$ cat src/rtl/basic_cpu_pkg.sv
// Shared definitions for the basic computer's control and datapath modules.
// Contents:
//   state_t       timing-state encoding of the fetch sequencer
//   IND_BIT       IR bit that holds the indirect flag
//   OPC_LO/OPC_HI IR bit range that holds the opcode
//   OPC_REGREF    opcode value for register-reference / IO instructions
//   state_onehot  state_t -> one-hot {EXEC,T3,T2,T1,T0,HALT}
package basic_cpu_pkg;

   typedef enum logic [2:0] {
      S_HALT = 3'd0,
      S_T0   = 3'd1,
      S_T1   = 3'd2,
      S_T2   = 3'd3,
      S_T3   = 3'd4,
      S_EXEC = 3'd5
   } state_t;

   localparam int          IND_BIT    = 15;
   localparam int          OPC_LO     = 12;
   localparam int          OPC_HI     = 14;
   localparam logic [2:0]  OPC_REGREF = 3'd7;

   // The encoding order matches the t_state bit order, so a shift gives the one-hot value.
   function automatic logic [5:0] state_onehot(input state_t s);
      return 6'(1) << s;
   endfunction

endpackage

$ cat src/rtl/opcode_decoder.sv
// Combinational opcode decoder. Produces the one-hot D0..D(2**OPC_W-1) lines.
// Ports:
//   opc  in   OPC_W        opcode field
//   dec  out  2**OPC_W     one-hot decode. dec[opc] = 1
module opcode_decoder #(
   parameter int OPC_W = 3
) (
   input  logic [OPC_W-1:0]      opc,
   output logic [(1<<OPC_W)-1:0] dec
);

   always_comb begin
      dec      = '0;
      dec[opc] = 1'b1;
   end

endmodule

$ cat src/rtl/fetch_sequencer.sv
// Timing/control unit of the basic computer. Sequences fetch (T0-T1), decode (T2)
// and indirect (T3), then hands off to the execute unit and waits in EXEC
// until that unit reports exec_done. If exec_done never arrives, the EXEC
// watchdog sets fault.
// Ports:
//   clk, rst            clock, async active-high reset
//   run                 level: 1 = keep fetching, 0 = stop at the next instruction boundary
//   ir                  current IR contents
//   exec_done/halt_req  handshake from the execute unit (halt_req is sampled with exec_done)
//   bus_x2/x5/x7        bus source select: PC / IR / memory
//   mem_read, ld_ar, ld_ir, ld_i, pc_incr   fetch-phase strobes
//   exec_start          one-cycle pulse in the first EXEC cycle
//   opcode_dec/indirect decoded IR fields, captured in T2
//   t_state             one-hot {EXEC,T3,T2,T1,T0,HALT}
//   fault               sticky EXEC-timeout flag, cleared only by rst
// Every output is a flop loaded from next-state decode. Outputs are therefore
// glitch-free and have no combinational path from the inputs.
module fetch_sequencer
   import basic_cpu_pkg::*;
#(
   parameter int OPC_W        = 3,
   parameter int IR_W         = 16,
   parameter int EXEC_TIMEOUT = 255
) (
   input  logic                  clk,
   input  logic                  rst,
   input  logic                  run,
   input  logic [IR_W-1:0]       ir,
   input  logic                  exec_done,
   input  logic                  halt_req,
   output logic                  bus_x2,
   output logic                  bus_x5,
   output logic                  bus_x7,
   output logic                  mem_read,
   output logic                  ld_ar,
   output logic                  ld_ir,
   output logic                  ld_i,
   output logic                  pc_incr,
   output logic                  exec_start,
   output logic [(1<<OPC_W)-1:0] opcode_dec,
   output logic                  indirect,
   output logic [5:0]            t_state,
   output logic                  fault
);

   localparam int CNT_W = $clog2(EXEC_TIMEOUT + 1);

   state_t                 state, nxt;
   logic [CNT_W-1:0]       cnt;
   logic                   timeout;
   logic [(1<<OPC_W)-1:0]  dec;
   logic [OPC_W-1:0]       opc;

   assign opc = ir[OPC_HI:OPC_LO];

   opcode_decoder #(.OPC_W(OPC_W)) u_dec (
      .opc (opc),
      .dec (dec)
   );

   // exec_start is high exactly in the first EXEC cycle. It is reused here
   // to mask exec_done in that cycle. cnt is the number of EXEC cycles
   // already completed. In the EXEC_TIMEOUT-th cycle it equals
   // EXEC_TIMEOUT-1.
   always_comb begin
      nxt     = state;
      timeout = 1'b0;
      case (state)
         S_HALT: if (run && !fault) nxt = S_T0;
         S_T0:   nxt = S_T1;
         S_T1:   nxt = S_T2;
         S_T2:   nxt = (ir[IND_BIT] && (opc != OPC_REGREF)) ? S_T3 : S_EXEC;
         S_T3:   nxt = S_EXEC;
         S_EXEC: begin
            if (!exec_start && exec_done)
               nxt = (halt_req || !run) ? S_HALT : S_T0;
            else if (cnt == CNT_W'(EXEC_TIMEOUT - 1)) begin
               nxt     = S_HALT;
               timeout = 1'b1;
            end
         end
         default: nxt = S_HALT;
      endcase
   end

   always_ff @(posedge clk or posedge rst) begin
      if (rst) begin
         state      <= S_HALT;
         t_state    <= 6'b000001;
         cnt        <= '0;
         bus_x2     <= 1'b0;
         bus_x5     <= 1'b0;
         bus_x7     <= 1'b0;
         mem_read   <= 1'b0;
         ld_ar      <= 1'b0;
         ld_ir      <= 1'b0;
         ld_i       <= 1'b0;
         pc_incr    <= 1'b0;
         exec_start <= 1'b0;
         opcode_dec <= '0;
         indirect   <= 1'b0;
         fault      <= 1'b0;
      end else begin
         state      <= nxt;
         t_state    <= state_onehot(nxt);
         // Every non-EXEC state clears the counter, so it restarts at 0 on each EXEC entry.
         cnt        <= (state == S_EXEC) ? cnt + 1'b1 : '0;
         bus_x2     <= (nxt == S_T0);
         bus_x5     <= (nxt == S_T2);
         bus_x7     <= (nxt == S_T1) || (nxt == S_T3);
         mem_read   <= (nxt == S_T1) || (nxt == S_T3);
         ld_ar      <= (nxt == S_T0) || (nxt == S_T2) || (nxt == S_T3);
         ld_ir      <= (nxt == S_T1);
         ld_i       <= (nxt == S_T2);
         pc_incr    <= (nxt == S_T1);
         exec_start <= (nxt == S_EXEC) && (state != S_EXEC);
         fault      <= fault | timeout;
         // IR was loaded at the end of T1, so it is valid to sample throughout T2.
         if (state == S_T2) begin
            opcode_dec <= dec;
            indirect   <= ir[IND_BIT];
         end
      end
   end

endmodule

$ cat config.mk
export PLATFORM = sky130hd
export DESIGN_NAME = fetch_sequencer
export DESIGN_NICKNAME = d
export VERILOG_FILES = /design/src/rtl/basic_cpu_pkg.sv /design/src/rtl/opcode_decoder.sv /design/src/rtl/fetch_sequencer.sv
export SDC_FILE = /design/constraint.sdc
export NUM_CORES = 1
export LEC_CHECK = 0
export CORE_MARGIN = 4
export CORE_UTILIZATION = 40
export CTS_CLUSTER_DIAMETER = 40
export CTS_CLUSTER_SIZE = 14
export DETAILED_ROUTE_END_ITERATION = 6
export HOLD_SLACK_MARGIN = 0.02
export PLACE_DENSITY = 0.7
export SLEW_MARGIN = 10
export SYNTH_ARGS = -nofsm -noshare
export SYNTH_HDL_FRONTEND = slang
export SYNTH_SLANG_ARGS = --single-unit
export TNS_END_PERCENT = 30
$ cat constraint.sdc
create_clock -name clk -period 4.06 [get_ports clk]
set_clock_uncertainty 0.15 [all_clocks]
set_input_delay 1.218 -clock clk [delete_from_list [all_inputs] [get_ports clk]]
set_output_delay 1.218 -clock clk [all_outputs]
set_load 0.02 [all_outputs]
* Word level (Yosys, flattened, before mapping)
Index checks and enable logic that the tools add are counted.
Storage, ports and cells: register bits after elaboration 33, output and inout bits 25
Cells by class: add/subtract/negate cells 1, magnitude comparators 2, equal/unequal tests 13, shifts and indexed selects 1, muxes and demuxes 12, bitwise gates (word level) 1, reduce and logical (&&, ||, !) cells 13
Operators by type and width (count):
- 3-bit case mux with 6 select lines | 1
- 3-bit by 2-bit == test with 1-bit output, second input constant | 4
- 3-bit == test, second input constant | 4
- 3-bit 2-to-1 mux | 3
- 8-bit by 1-bit adder with 8-bit output, second input constant | 1
- 8-bit == test, second input constant | 1
- 8-bit 2-to-1 mux | 1
- 3-bit by 1-bit == test with 1-bit output, second input constant | 2
- 1-bit 2-to-1 mux | 6
- 3-bit != test, second input constant | 2
- 1-bit by 3-bit << shifter with 6-bit output, first input constant | 1
- 1-bit logical AND | 5
- 1-bit logical OR | 4
- 3-bit by 4-bit < comparator with 1-bit output, second input constant | 1
- 1-bit demux with 3-bit select | 1
- 3-bit by 1-bit greater-or-equal comparator with 1-bit output, second input constant | 1
- 1-bit zero test | 3
- 3-bit zero test | 1
- 1-bit OR | 1

* Longest topological paths before layout
Gate-level depths: netlist of run 1.
depth in word-level cells 8, mapped depth 7, gate-level depth less buffers 7

* Cells and area by module
Synthesis of run 1 repeated with hierarchy kept, for this count alone.
Second synthesis, totals: cell total of the unflattened synthesis 122, area total of the unflattened synthesis 1410.1 µm²
By module, submodules not included:
- fetch_sequencer | times used 1, cells each 114, area each 1345.0 µm², seq. area each 752.0 µm²
- opcode_decoder | times used 1, cells each 8, area each 65.1 µm², seq. area each 0.0 µm²

* Worst setup path after synthesis of run 1
Ideal clock, no wire load.
kind input -> register, start input port ir[13], end register ld_ar, library setup time 0.125 ns, data arrival time 2.087 ns, data required time 3.785 ns, slack 1.698 ns, cell stages on the path 5, buffers on the path 1, path through buf_2 nand3_1 a31oi_1 a211o_4 xor2_1
On the way: cells in the longest elaborated chain, start to end 7, elaborated cells on any way between the ends 9
RTL lines:
- start, declared | RTL line fetch_sequencer.sv:28 | input logic [IR_W-1:0] ir,
- 3-bit != test (*) | RTL line fetch_sequencer.sv:72 | S_T2: nxt = (ir[IND_BIT] && (opc != OPC_REGREF)) ? S_T3 : S_EXEC;
- 1-bit logical AND (*) | RTL line fetch_sequencer.sv:72
- 1-bit 2-to-1 mux (*) | RTL line fetch_sequencer.sv:72
- 3-bit case mux with 6 select lines (*) | RTL line fetch_sequencer.sv:68 | case (state)
- net nxt[0] | RTL line fetch_sequencer.sv:48 | state_t state, nxt;
- 3-bit by 1-bit == test with 1-bit output / 3-bit by 2-bit == test with 1-bit output (equally long branches) | RTL line fetch_sequencer.sv:112 | ld_ar <= (nxt == S_T0) || (nxt == S_T2) || (nxt == S_T3);
- 1-bit logical OR | RTL line fetch_sequencer.sv:112
- 1-bit logical OR (*) | RTL line fetch_sequencer.sv:112
- end signal, assigned | RTL line fetch_sequencer.sv:112
- end, declared | RTL line fetch_sequencer.sv:35 | output logic ld_ar,
Mark *: on every way through the listed nets, which the timed path passes. The rest lies on a longest branch. A chain may end at the register's enable or synchronous reset.

* Final worst setup path of run 1
start register t_state[0], end output port t_state[0]
RTL lines:
- start, declared | RTL line fetch_sequencer.sv:42 | output logic [5:0] t_state,
- start signal, assigned | RTL line fetch_sequencer.sv:105 | t_state <= state_onehot(nxt);
No word-level cell between the ends.

==> results.json, run 1 <==
{
  "critical_path.startpoint_type": "register",
  "grt_remaining_overflow": 0,
  "synth_simple_gate_area_share_pct": 18.28,
  "path_clk_slew_ns": 0.09,
  "sw_frac_of_total_pct": 37.71,
  "synth_flop_cell": "sky130_fd_sc_hd__dfrtp_1",
  "final-setup-viol-count": 0,
  "post_cts_resized": 0,
  "clk_root_buffer_cell": "sky130_fd_sc_hd__clkbuf_4",
  "dieHeight_um": 66.21,
  "finalCoreUtilization_pct": 54.72,
  "setup_slack_reg_to_reg_ns": 2.23,
  "number_of_synthesized_register_bits": 30,
  "synth_async_sr_flop_share_pct": 100.0,
  "portBuffers": 33,
  "tritoncts_clock_tree": "built",
  "place.gp.congestion": 0.7136,
  "postCtsSetupRepairBufs": 0,
  "yosys.cell_count.top_type": "sky130_fd_sc_hd__dfrtp_1",
  "yosys.area_share.xor_xnor_pct": 3.878,
  "clkPwrFrac_pct": 15.0,
  "fin_crit_sh_pct": 68.93,
  "top_usage_layer": "met2",
  "layout.nets": 180,
  "pwr-share-seq_pct": 39.3,
  "report.final.slew_viol_count": 0,
  "ant_nets": 0,
  "die_width_um": 66.21,
  "cts_buffers": 5,
  "met3_grt_util_pct": 5.612,
  "wl_per_cell_um": 12.28,
  "path_max_fanout": 1,
  "std_cell_rows": 20,
  "critical_path_data_required_time_ns": 2.69,
  "period_needed_ns": 2.798,
  "adder_cell_area_share_of_the_yosys_netlist_pct": 1.847,
  "antenna_found_initial": 0,
  "syn-num-nets": 152,
  "max_clock_freq_mhz": 357.4,
  "h-tree-depth": 2,
  "syn_avg_cell_area_sq_um": 10.50,
  "totalWireLength_mm": 2.480,
  "mux_cell_area_share_after_synthesis_pct": 0.8310,
  "grt_util_met2_pct": 19.95,
  "cts-hold-fix-buffers": 0,
  "pin_count_of_the_biggest_net_entering_global_routing": 31,
  "clock_latency_on_the_worst_skew_pair_ns": 0.32,
  "clock-sinks": 30,
  "finalPower_mw": 1.201,
  "areaGrowthSynthToFinish_pct": 27.33,
  "vias_per_cell": 4.950,
  "finalSetupTns_ns": 0,
  "critical_path_arrival_ns": 1.43,
  "layout_cells_sized_above_1_pct": 11.39,
  "critical-path-slowest-cell": "sky130_fd_sc_hd__clkdlybuf4s50_1",
  "ys_top_cells_by_count": "sky130_fd_sc_hd__dfrtp_1 (29), sky130_fd_sc_hd__nand2_1 (17), sky130_fd_sc_hd__nor2_1 (13)",
  "synth_largest_area_cell": "sky130_fd_sc_hd__dfrtp_1",
  "area_share_of_the_largest_cell_type_after_synthesis_pct": 53.55,
  "power-per-cell-area_nw_per_um2": 695.9,
  "floorplan.die_area_sq_um": 4383,
  "vias": 1000,
  "synth_seq_area_share_pct": 55.49,
  "clk_path_buf_depth": 2,
  "synth-compound-area-share_pct": 12.47,
  "min_path_type": "reg -> reg",
  "leakage_nw": 0.7577,
  "grt_setup_unrepaired": "no",
  "synth-warning-count": 0,
  "synthDistinctLibCells": 37,
  "worstMarginPinSlew_ns": 0.6755,
  "cp_slowest_stage_delay_ns": 0.59,
  "grt_pass1_wl_mm": 4.298,
  "power.switching_mw": 0.4528,
  "setup.worst_path.end_class": "output port",
  "worst_ir_drop_vdd_mv": 0.3321,
  "p_int_mw": 0.7479,
  "io_pins": 46,
  "path_buf_inv": 1,
  "initialDrtViolationCount": 38,
  "grt_pass1_vias": 988,
  "power_frac_comb_pct": 45.7,
  "gr_util_met1_pct": 15.89,
  "place_worst_setup_slack_ns": 1.145,
  "synth_area_sq_um": 1355,
  "timing.max_cap.violations": 0,
  "dpl.hpwl_mm": 1.819,
  "yosys-top-cells-area": "sky130_fd_sc_hd__dfrtp_1 (54%), sky130_fd_sc_hd__nand2_1 (4.7%), sky130_fd_sc_hd__buf_4 (3.9%), sky130_fd_sc_hd__nor2_1 (3.6%), sky130_fd_sc_hd__o21ai_0 (3.0%)",
  "synth-edff-count": 0,
  "run_status": "completed",
  "detailedRoute.firstPassIterationCount": 4,
  "start_util_pct": 42.98,
  "diodes": 0,
  "synth_top_family_by_area": "simple AND/OR/NAND/NOR gates",
  "core_region_area_sq_um": 3153,
  "finalWorstSetupSlack_ns": 1.262,
  "relSlewSlack_pct": 54.83,
  "synth_cells": 129,
  "crit_path_cell_trace": "clkdlybuf4s50_1",
  "worstSetupPathType": "reg -> out",
  "whs_ns": 0.3376,
  "drt_drc_violations_left": 0,
  "path_delay_family": "buffers and inverters",
  "report.final.hold_viol_count": 0,
  "grt.total_usage_pct": 13.21
}
registers in the layout (all words and copies together), names as in the netlist:
register    cells
exec_start      1
opcode_dec      8
mem_read        1
pc_incr         1
state           3
t_state         3
indirect        1
fault           1
ld_i            1
cnt             8
ld_ar           1
bus_x2          1
layout by cell type (no fill, tap or decap), drive strengths merged:
| master | n |
|---|---|
| a211oi | 1 |
| nor2b | 1 |
| nor3 | 1 |
| o211a | 1 |
| mux2 | 1 |
| dfrtp | 29 |
| nand3b | 2 |
| a31oi | 1 |
| nand2b | 1 |
| o21ai | 8 |
| a21oi | 5 |
| nand3 | 5 |
| buf | 1 |
| nand4 | 1 |
| ha | 2 |
| and2 | 1 |
| and2b | 1 |
| nand4b | 1 |
| xor2 | 4 |
| clkbuf | 7 |
| clkdlybuf4s50 | 33 |
| nor2 | 13 |
| o31ai | 2 |
| o41ai | 3 |
| or3 | 2 |
| nand2 | 18 |
| clkinv | 1 |
| and3 | 1 |
| nor3b | 1 |
| dfstp | 1 |
| xnor2 | 2 |
| o21bai | 1 |
| a211o | 1 |
| inv | 4 |
| a21bo | 1 |
worst register-to-register path: cells and delay by family, from the launching register on:
| family | cells | cell delay, ns |
|---|---|---|
| DFF | 1 | 0.57 |
| muxes | 1 | 0.46 |
| and+or+nand+nor | 1 | 0.54 |
routing by layer:
| layer | wire length (um) | up-vias |
|---|---|---|
| met5 | 0 | - |
| met4 | 55 | 0 |
| met3 | 196 | 7 |
| met2 | 1157 | 32 |
| met1 | 1071 | 473 |
| li1 | - | 488 |
layout make-up:
class                           instances  area (sq um)
Timing Repair Buffer                   34         337.8
Clock inverter                          1         5.005
Multi-Input combinational cell         82         505.5
Fill cell                             298          1428
Sequential cell                        30         752.0
Inverter                                4         15.01
Clock buffer                            7         55.05
Tap cell                               44         55.05
stage by stage:
stage / instance area [sq um] / cells
2_1_floorplan: 1355 / 129
5_1_grt: 1725 / 202
3_3_place_gp: 1665 / 194
6_report: 1725 / 202
3_5_place_dp: 1665 / 194
4_1_cts: 1725 / 202
final timing paths:
| kind | from | to | cells after the start |
|---|---|---|---|
| min | opcode_dec[7] | opcode_dec[7] | 2 |
| max | t_state[0] | t_state[0] | 1 |
| min in group asynchronous | rst | cnt[4] | 3 |
| max in group asynchronous | rst | t_state[0] | 3 |
| min reg2reg | opcode_dec[7] | opcode_dec[7] | 2 |
| max reg2reg | state[1] | indirect | 2 |
kinds of logic after synthesis:
group                    Yosys count
AO/OA/AOI/OAI                     24
adder cells (fa/ha/maj)            2
AND/OR/NAND/NOR                   49
flip-flops                        30
buffers and inverters             17
multiplexers                       1
XOR/XNOR                           6
power by group through the flow:
| stage | clock, mW | sequential, mW | combinational [mW] |
|---|---|---|---|
| 3_5_place_dp | 0 | 0.481 | 0.555 |
| 4_1_cts | 0.187 | 0.475 | 0.557 |
| 6_report | 0.180 | 0.472 | 0.548 |
| 5_1_grt | 0.201 | 0.491 | 0.594 |
| 3_3_place_gp | 0 | 0.477 | 0.548 |
| 2_1_floorplan | 0 | 0.546 | 0.275 |
(Power assumes the default switching activity.)
==> run 2, diff against run 1 <==
--- a/config.mk
+++ b/config.mk
@@ -11,7 +11,7 @@
 export CTS_CLUSTER_SIZE = 14
 export DETAILED_ROUTE_END_ITERATION = 6
 export HOLD_SLACK_MARGIN = 0.02
-export PLACE_DENSITY = 0.7
+export PLACE_DENSITY = 0.73
 export SLEW_MARGIN = 10
 export SYNTH_ARGS = -nofsm -noshare
 export SYNTH_HDL_FRONTEND = slang
==> constraint.sdc (replaced) <==
create_clock -name clk -period 2.4 [get_ports clk]
set_clock_uncertainty 0.15 [all_clocks]
set_input_delay 0.72 -clock clk [delete_from_list [all_inputs] [get_ports clk]]
set_output_delay 0.72 -clock clk [all_outputs]
set_load 0.02 [all_outputs]
==> run 2 against run 1 <==
Net effect: final cell count up 1.5%; worst hold slack better by 0.0027 ns; sequential share of layout area down 1.0 points; register-to-register slack worse by 1.7 ns; sequential power up 69%; routed wire length up 8.9%; first-iteration DRC count down 34%; critical path type unchanged; critical endpoint unchanged; largest cell class unchanged; largest power group unchanged.
==> results.json, run 2 (synthesis gave the netlist of run 1 again) <==
{
  "whs_path_depth": 2,
  "clk_root_buffer_cell": "sky130_fd_sc_hd__clkbuf_4",
  "max_clock_freq_mhz": 433.2,
  "setup_slack_reg_to_reg_ns": 0.56,
  "whs_ns": 0.3403,
  "min_path_type": "reg -> reg",
  "diodes": 0,
  "grt.total_usage_pct": 14.62,
  "critical_path_data_required_time_ns": 1.53,
  "worst_r2r_endpoint": "indirect",
  "met3_grt_util_pct": 5.612,
  "drt_drc_violations_left": 0,
  "dpl.hpwl_mm": 1.927,
  "grt_pass1_vias": 1031,
  "worst_ir_drop_vdd_mv": 0.6568,
  "wl_per_cell_um": 13.18,
  "relSlewSlack_pct": 54.10,
  "grt_remaining_overflow": 0,
  "core_region_area_sq_um": 3153,
  "die_width_um": 66.21,
  "ant_nets": 0,
  "layout.filler_cells": 292,
  "largest_registers": "cnt: 8 flops, opcode_dec: 8 flops",
  "cp_slowest_stage_delay_ns": 0.59,
  "final_cell_mix": "sky130_fd_sc_hd__clkdlybuf4s50_1 (33), sky130_fd_sc_hd__dfrtp_1 (29), sky130_fd_sc_hd__nand2_1 (17)",
  "final-setup-viol-count": 0,
  "dieHeight_um": 66.21,
  "grt_util_met2_pct": 23.05,
  "std_cell_rows": 20,
  "worstMarginPinSlew_ns": 0.6864,
  "path_delay_family": "buffers and inverters",
  "critical_path_arrival_ns": 1.44,
  "cts-hold-fix-buffers": 0,
  "critical-path-slowest-cell": "sky130_fd_sc_hd__clkdlybuf4s50_1",
  "clock-sinks": 30,
  "layout.nets": 183,
  "initialDrtViolationCount": 25,
  "worst-r2r-cell-count": 2,
  "leakage_nw": 0.7814,
  "start_util_pct": 42.98,
  "finalSetupTns_ns": 0,
  "post_cts_resized": 0,
  "antenna_found_initial": 0,
  "place_worst_setup_slack_ns": 0.09662,
  "final_common_cell": "sky130_fd_sc_hd__clkdlybuf4s50_1",
  "path_clk_slew_ns": 0.10,
  "totalWireLength_mm": 2.701,
  "cp_num_cells": 1,
  "clock_latency_on_the_worst_skew_pair_ns": 0.33,
  "floorplan.die_area_sq_um": 4383,
  "vias_per_cell": 4.873,
  "worstHoldStart": "opcode_dec[3]",
  "tritoncts_clock_tree": "built",
  "grt_pass1_wl_mm": 4.836,
  "vias": 999,
  "portBuffers": 33,
  "crit_path_cell_trace": "clkdlybuf4s50_1",
  "worstSetupPathType": "reg -> out",
  "power-per-cell-area_nw_per_um2": 1195,
  "pin_count_of_the_biggest_net_entering_global_routing": 31,
  "report.final.hold_viol_count": 0,
  "detailedRoute.firstPassIterationCount": 4,
  "path_buf_inv": 1,
  "layout_cells_sized_above_1_pct": 13.66,
  "fin_crit_sh_pct": 96.19,
  "regToRegStartpoint": "state[1]",
  "io_pins": 46,
  "run_status": "completed",
  "grt_setup_unrepaired": "no",
  "place.gp.congestion": 0.7238,
  "timing.max_cap.violations": 0,
  "holdPathEnd": "opcode_dec[3]",
  "cts_buffers": 5,
  "path_max_fanout": 1,
  "setup.worst_path.end_class": "output port",
  "gr_util_met1_pct": 17.42,
  "report.final.slew_viol_count": 0,
  "h-tree-depth": 2,
  "critical_path.startpoint_type": "register",
  "period_needed_ns": 2.308,
  "top_usage_layer": "met2",
  "areaGrowthSynthToFinish_pct": 30.38,
  "clk_path_buf_depth": 2,
  "finalWorstSetupSlack_ns": 0.09151,
  "postCtsSetupRepairBufs": 0
}
[run 2: changes by cell type in the layout (fill, tap and decap cells not counted), sizes merged]
cell / change
buf: +3
clkbuf: +1
clkinv: -1
[run 2: power breakdown]
| part | switching, mW | total (mW) | internal [mW] |
|---|---|---|---|
| Combinational | 0.483 | 0.938 | 0.454 |
| Clock | 0.173 | 0.373 | 0.200 |
| Sequential | 0.128 | 0.800 | 0.672 |
| Total | 0.784 | 2.11 | 1.33 |
[run 2: metrics by stage]
| step | power [mW] | utilization (%) | instances | instance area (sq um) |
|---|---|---|---|---|
| after floorplan | 1.389 | - | 129 | 1355 |
| after global placement | 1.732 | 53.53 | 197 | 1688 |
| after detailed placement | 1.760 | 53.53 | 197 | 1688 |
| after CTS | 2.143 | 56.03 | 205 | 1767 |
| after global routing | 2.258 | 56.03 | 205 | 1767 |
| final | 2.111 | 56.03 | 205 | 1767 |
[run 2: final cells by class]
class,count,area (sq um),area share (%)
clock buffer,8,78.83,4.462
inverter,4,15.01,0.8499
multi-input combinational,82,505.5,28.61
sequential,30,752.0,42.56
tap,44,55.05,3.116
timing repair buffer,37,360.3,20.40
[run 2: per-layer routing]
| layer | part of all wire [%] | vias up |
|---|---|---|
| li1 | - | 491 |
| met1 | 44 | 466 |
| met2 | 47 | 35 |
| met3 | 6.9 | 7 |
| met4 | 2.0 | 0 |
| met5 | 0 | - |
[run 2: worst min-delay path, delay by kind of cell (launching register included)]
kind / cells / cell delay (ns)
flops: 1 / 0.35
compound gates: 1 / 0.05
simple gates: 1 / 0.05
[run 2: how the worst max path moves through the flow]
stage / start / end / slack [ns]
after floorplan: ir[13] / ld_ar / 0.54
after global placement: exec_done / ld_ar / 0.09
after detailed placement: exec_done / bus_x2 / 0.1
after CTS: t_state[0] / t_state[0] / 0.06
after global routing: t_state[0] / t_state[0] / 0.03
final: t_state[0] / t_state[0] / 0.09
